**src/rtl/alu_seq_ctrl.sv**
```systemverilog
// Request/response sequencer for an external multi-cycle ALU: registers operands,
// waits SETTLE cycles, captures result and flags, and counts completed responses.
module alu_seq_ctrl #(
  parameter int unsigned SETTLE = 1
) (
  input  logic        clk,
  input  logic        rst_n,
  input  logic        req_valid,
  output logic        req_ready,
  input  logic [2:0]  req_op,
  input  logic [31:0] req_a,
  input  logic [31:0] req_b,
  output logic [31:0] alu_a,
  output logic [31:0] alu_b,
  output logic [2:0]  alu_op,
  input  logic [31:0] alu_s,
  input  logic        alu_eq,
  input  logic        alu_cary,
  input  logic        alu_of,
  output logic        rsp_valid,
  input  logic        rsp_ready,
  output logic [31:0] rsp_s,
  output logic        rsp_eq,
  output logic        rsp_c,
  output logic        rsp_v,
  output logic        rsp_err,
  output logic [15:0] ops_done
);
  localparam logic [2:0] OP_ADD    = 3'b000;
  localparam logic [2:0] OP_SUB    = 3'b001;
  localparam logic [2:0] OP_NOR    = 3'b101;
  localparam logic [3:0] SETTLE_LD = 4'(SETTLE);

  typedef enum logic [1:0] {IDLE, WAIT, RESP} state_t;

  state_t      r_state;
  state_t      w_state_nxt;
  logic [3:0]  r_cnt;
  logic [31:0] r_alu_a;
  logic [31:0] r_alu_b;
  logic [2:0]  r_alu_op;
  logic [31:0] r_rsp_s;
  logic        r_rsp_eq;
  logic        r_rsp_c;
  logic        r_rsp_v;
  logic        r_rsp_err;
  logic [15:0] r_ops_done;

  logic w_legal;
  logic w_req_hs;
  logic w_capture;
  logic w_rsp_hs;
  logic w_arith;

  assign w_legal   = (req_op <= OP_NOR);
  assign w_req_hs  = req_valid && (r_state == IDLE);
  assign w_capture = (r_state == WAIT) && (r_cnt == 4'd1);
  assign w_rsp_hs  = (r_state == RESP) && rsp_ready;
  // Carry/overflow only mean something for arithmetic; logic ops leave them floating.
  assign w_arith   = (r_alu_op == OP_ADD) || (r_alu_op == OP_SUB);

  always_comb begin
    w_state_nxt = r_state;
    req_ready   = 1'b0;
    rsp_valid   = 1'b0;
    unique case (r_state)
      IDLE: begin
        req_ready = 1'b1;
        if (req_valid) w_state_nxt = w_legal ? WAIT : RESP;
      end
      WAIT: begin
        if (r_cnt == 4'd1) w_state_nxt = RESP;
      end
      RESP: begin
        rsp_valid = 1'b1;
        if (rsp_ready) w_state_nxt = IDLE;
      end
      default: w_state_nxt = IDLE;
    endcase
  end

  always_ff @(posedge clk or negedge rst_n) begin
    if (!rst_n) begin
      r_state <= IDLE;
      r_cnt   <= 4'd0;
    end else begin
      r_state <= w_state_nxt;
      if (w_req_hs && w_legal) r_cnt <= SETTLE_LD;
      else if (r_state == WAIT) r_cnt <= r_cnt - 4'd1;
    end
  end

  // Operands are held from acceptance through capture; illegal ops leave them untouched.
  always_ff @(posedge clk or negedge rst_n) begin
    if (!rst_n) begin
      r_alu_a  <= 32'd0;
      r_alu_b  <= 32'd0;
      r_alu_op <= 3'b000;
    end else if (w_req_hs && w_legal) begin
      r_alu_a  <= req_a;
      r_alu_b  <= req_b;
      r_alu_op <= req_op;
    end
  end

  always_ff @(posedge clk or negedge rst_n) begin
    if (!rst_n) begin
      r_rsp_s   <= 32'd0;
      r_rsp_eq  <= 1'b0;
      r_rsp_c   <= 1'b0;
      r_rsp_v   <= 1'b0;
      r_rsp_err <= 1'b0;
    end else if (w_req_hs && !w_legal) begin
      r_rsp_s   <= 32'd0;
      r_rsp_eq  <= 1'b0;
      r_rsp_c   <= 1'b0;
      r_rsp_v   <= 1'b0;
      r_rsp_err <= 1'b1;
    end else if (w_capture) begin
      r_rsp_s   <= alu_s;
      r_rsp_eq  <= alu_eq;
      r_rsp_c   <= w_arith ? alu_cary : 1'b0;
      r_rsp_v   <= w_arith ? alu_of : 1'b0;
      r_rsp_err <= 1'b0;
    end
  end

  always_ff @(posedge clk or negedge rst_n) begin
    if (!rst_n) r_ops_done <= 16'd0;
    else if (w_rsp_hs) r_ops_done <= r_ops_done + 16'd1;
  end

  assign alu_a    = r_alu_a;
  assign alu_b    = r_alu_b;
  assign alu_op   = r_alu_op;
  assign rsp_s    = r_rsp_s;
  assign rsp_eq   = r_rsp_eq;
  assign rsp_c    = r_rsp_c;
  assign rsp_v    = r_rsp_v;
  assign rsp_err  = r_rsp_err;
  assign ops_done = r_ops_done;
endmodule
```
**config.mk**
```make
export PLATFORM = sky130hd
export DESIGN_NAME = alu_seq_ctrl
export DESIGN_NICKNAME = d
export VERILOG_FILES = /design/src/rtl/alu_seq_ctrl.sv
export SDC_FILE = /design/constraint.sdc
export NUM_CORES = 1
export LEC_CHECK = 0
export CAP_MARGIN = 10
export CORE_ASPECT_RATIO = 0.8
export CORE_UTILIZATION = 37
export DETAILED_ROUTE_END_ITERATION = 8
export PLACE_DENSITY = 0.77
export SYNTH_ARGS = -nofsm -noshare
export SYNTH_HDL_FRONTEND = slang
export SYNTH_SLANG_ARGS = --single-unit
```
**constraint.sdc**
```tcl
create_clock -name clk -period 1.7 [get_ports clk]
set_input_delay 0.17 -clock clk [delete_from_list [all_inputs] [get_ports clk]]
set_output_delay 0.17 -clock clk [all_outputs]
set_load 0.05 [all_outputs]
```
==> flow_metrics.env <==
export IMPL_grt_overflow=0
export IMPL_status="finished, violations left"
export IMPL_vias=4304
export IMPL_synth_top_area_cell="dfrtp_1"
export IMPL_numPortBuffers=226
export IMPL_crit_slowest_cell="dfrtp_1"
export IMPL_ios=227
export IMPL_net_switching_power_mw=8.234
export IMPL_syn_nets=567
export IMPL_postPlaceCellArea_um2=7367
export IMPL_insertion_delay_ns=0.41
export IMPL_rows=36
export IMPL_syn_area_um2=4837
export IMPL_seqPwrFrac_pct=28.3
export IMPL_num_antenna_cells=0
export IMPL_path_clk_slew_ns=0.06
export IMPL_routed_wl_um=14260
export IMPL_leakage_nw=4.174
export IMPL_cts_tree="yes"
export IMPL_root_buffer="clkbuf_16"
export IMPL_grt_pass1_vias=4447
export IMPL_ant_nets=0
export IMPL_h_tree_depth=4
export IMPL_die_w_um=129.8
export IMPL_slew_headroom_pct=64.03
export IMPL_synth_commonest_cells="204 x nand2_1, 125 x dfrtp_1, 33 x a22o_1"
export IMPL_clockBufferDepth=2
export IMPL_p_comb_share_pct=51.2
export IMPL_syn_avg_cell_area_um2=10.56
export IMPL_yosysMostFrequentCell="nand2_1"
export IMPL_post_route_min_period_ns=1.710
export IMPL_critical_path_arrival_ns=2.00
export IMPL_drtIter0Drc=207
export IMPL_layout_drive_gt1_share_pct=16.83
export IMPL_finalSetupViolCount=2
export IMPL_crit_fanout=18
export IMPL_rrSetupSlack_ns=-0.01
export IMPL_violations="negative setup slack"
export IMPL_end_kind="flip-flop"
export IMPL_path_cells="inv_2 -> ha_4 -> or3b_4 -> nor2_4 -> buf_12 -> nor2_4 -> a22o_1"
export IMPL_die_y_um=104.3
export IMPL_cts_sinks=125
export IMPL_core_area_um2=12480
export IMPL_synth_cell_types=30
export IMPL_grt_pass1_wl_um=22160
export IMPL_cp_num_buf_inv=2
export IMPL_setup_ws_ns=-0.01005
export IMPL_area_delta_synth_final_pct=67.46
export IMPL_clock_skew_ns=0.008423
export IMPL_dieArea_um2=13540
export IMPL_critPathTopFamily="simple AND/OR/NAND/NOR gates"
export IMPL_place_gp_congestion=0.7375
export IMPL_drv_cap=0
export IMPL_worstPathRequired_ns=1.99
export IMPL_tns_ns=-0.01797
export IMPL_post_place_ws_ns=-0.5396
export IMPL_clkPwrFrac_pct=20.5
export IMPL_slew_viol_final=0
export IMPL_yosysSeqAreaShare_pct=64.67
export IMPL_hp_class="in -> async"
export IMPL_ir_worst_vdd_mv=1.588
export IMPL_crit_top_cell="nor2_4"
export IMPL_synth_edf_count=0
export IMPL_synthArstFlopShare_pct=100.0
export IMPL_grtUsageTotal_pct=21.26
export IMPL_place_hpwl_um=9510
export IMPL_fmaxAchievable_ghz=0.5848
export IMPL_fin_nets=827
export IMPL_start_util_pct=38.77
export IMPL_antenna_found_initial=0
export IMPL_synth_top_area_share_pct=64.67
export IMPL_drt_first_pass_iters=4
export IMPL_critPathKind="reg -> reg"
export IMPL_critical_path_startpoint_type="flip-flop"
export IMPL_timing_hold_ws_ns=0.2624
export IMPL_worst_slew_pin_slew_ns=0.5418
export IMPL_fin_area_um2=8100
export IMPL_final_hold_violation_count=0
export IMPL_grt_max_degree=43
export IMPL_finalCritPeriodShare_pct=100.6
export IMPL_p_per_area_nw_per_um2=2120
export IMPL_post_route_util_pct=64.92
export IMPL_ys_flop_type="dfrtp_1"
export IMPL_ys_warn_count=0
export IMPL_swShare_pct=47.95
export IMPL_drc=0
export IMPL_intPower_mw=8.937
export IMPL_ys_seq_elements=125
export IMPL_cts_buffers=17
export IMPL_rsz0062_at_grt="true"
export IMPL_synthTopCellsByArea="dfrtp_1 65%, nand2_1 16%, a22o_1 6.0%"
export IMPL_wl_per_cell_um=15.80
export IMPL_synthCells=458
export IMPL_slowest_delay_ns=0.39
export IMPL_via_per_inst=4.772
[sequential cells by signal, indices dropped and copies added (netlist names)]
signal,count
alu_a,32
alu_b,32
alu_op,3
ops_done,16
r_cnt,4
r_state,2
rsp_c,1
rsp_eq,1
rsp_err,1
rsp_s,32
rsp_v,1
[logic make-up (layout without fill, tap and decap cells)]
logic type | count (synthesis) | in the layout | synth area share (%)
xor+xnor | 18 | 18 | 3.259
flops | 125 | 125 | 64.67
mux | 1 | 1 | 0.2328
fa+ha+maj | 3 | 3 | 0.7761
compound gates | 40 | 40 | 7.191
buf+inv | 24 | 294 | 2.923
simple gates | 247 | 250 | 20.95
[what timing repair did]
| item | in CTS | in global routing |
|---|---|---|
| hold endpoints to repair | 28 | 0 |
| pin swaps | 4 | 5 |
| setup endpoints to repair | 114 | 37 |
| gates resized for setup | 89 | 8 |
| hold buffers | 1 | 0 |
| gates cloned | 4 | 3 |
| setup buffers | 2 | 2 |
[final cells by class]
type                       instances  area, um2
multi-input combinational        312       1642
tap                              171      214.0
clock inverter                    15      150.1
timing repair buffer             258       2526
sequential                       125       3128
clock buffer                      17      425.4
inverter                           4      15.01
fill                             996       4377
[routing by layer]
layer	global-route usage, %	wire (um)	vias up
met5	0	0	-
met2	34.64	6985	164
met1	26.89	6141	2096
li1	-	-	2021
met4	6.728	234	0
met3	6.481	894	23
[power groups by stage]
stage                     combinational, mW  sequential, mW  clock [mW]
after floorplan                        1.86            8.70           0
after global placement                 8.78            4.85           0
after detailed placement               8.97            4.90           0
after CTS                              8.65            4.86        3.58
after global routing                   9.24            5.01        3.71
final                                  8.79            4.87        3.52
[path summary, 6_finish.rpt]
path | from | endpoint | cells after the start
worst max-delay path | r_cnt[1]$_DFFE_PN0P_ | rsp_s[10]$_DFFE_PN0P_ | 7
worst min-delay path | rst_n | alu_b[28]$_DFFE_PN0P_ | 2
worst max register to register | r_cnt[1]$_DFFE_PN0P_ | rsp_s[10]$_DFFE_PN0P_ | 7
worst min register to register | ops_done[15]$_DFFE_PN0P_ | ops_done[15]$_DFFE_PN0P_ | 1
max in group asynchronous | rst_n | alu_b[12]$_DFFE_PN0P_ | 3
min in group clk | req_a[26] | alu_a[26]$_DFFE_PN0P_ | 3
[cell usage in the layout (no fill, tap or decap), types with 2 or more instances in the layout]
| master | n |
|---|---|
| a22o_1 | 33 |
| nand3_1 | 7 |
| a32o_1 | 2 |
| and4_1 | 2 |
| nand4_1 | 3 |
| clkinv_4 | 2 |
| xor2_1 | 5 |
| nor2_1 | 12 |
| clkinvlp_4 | 4 |
| nand2_2 | 2 |
| nor4_1 | 2 |
| buf_4 | 57 |
| and2_1 | 2 |
| clkbuf_16 | 19 |
| ha_1 | 2 |
| buf_12 | 10 |
| inv_6 | 7 |
| nor2_4 | 6 |
| dlygate4sd2_1 | 79 |
| buf_16 | 3 |
| or3b_4 | 2 |
| nand2_1 | 202 |
| clkdlybuf4s50_1 | 104 |
| buf_6 | 2 |
| o21ai_0 | 3 |
| xnor2_1 | 13 |
| dfrtp_1 | 125 |
| inv_1 | 3 |
| and3_1 | 4 |
[stage by stage]
stage | instances | power, mW
after global placement | 858 | 13.64
final | 902 | 17.17
after CTS | 897 | 17.10
after floorplan | 458 | 10.56
after global routing | 902 | 17.97
after detailed placement | 858 | 13.86
Power figures use the tool's default switching activity.
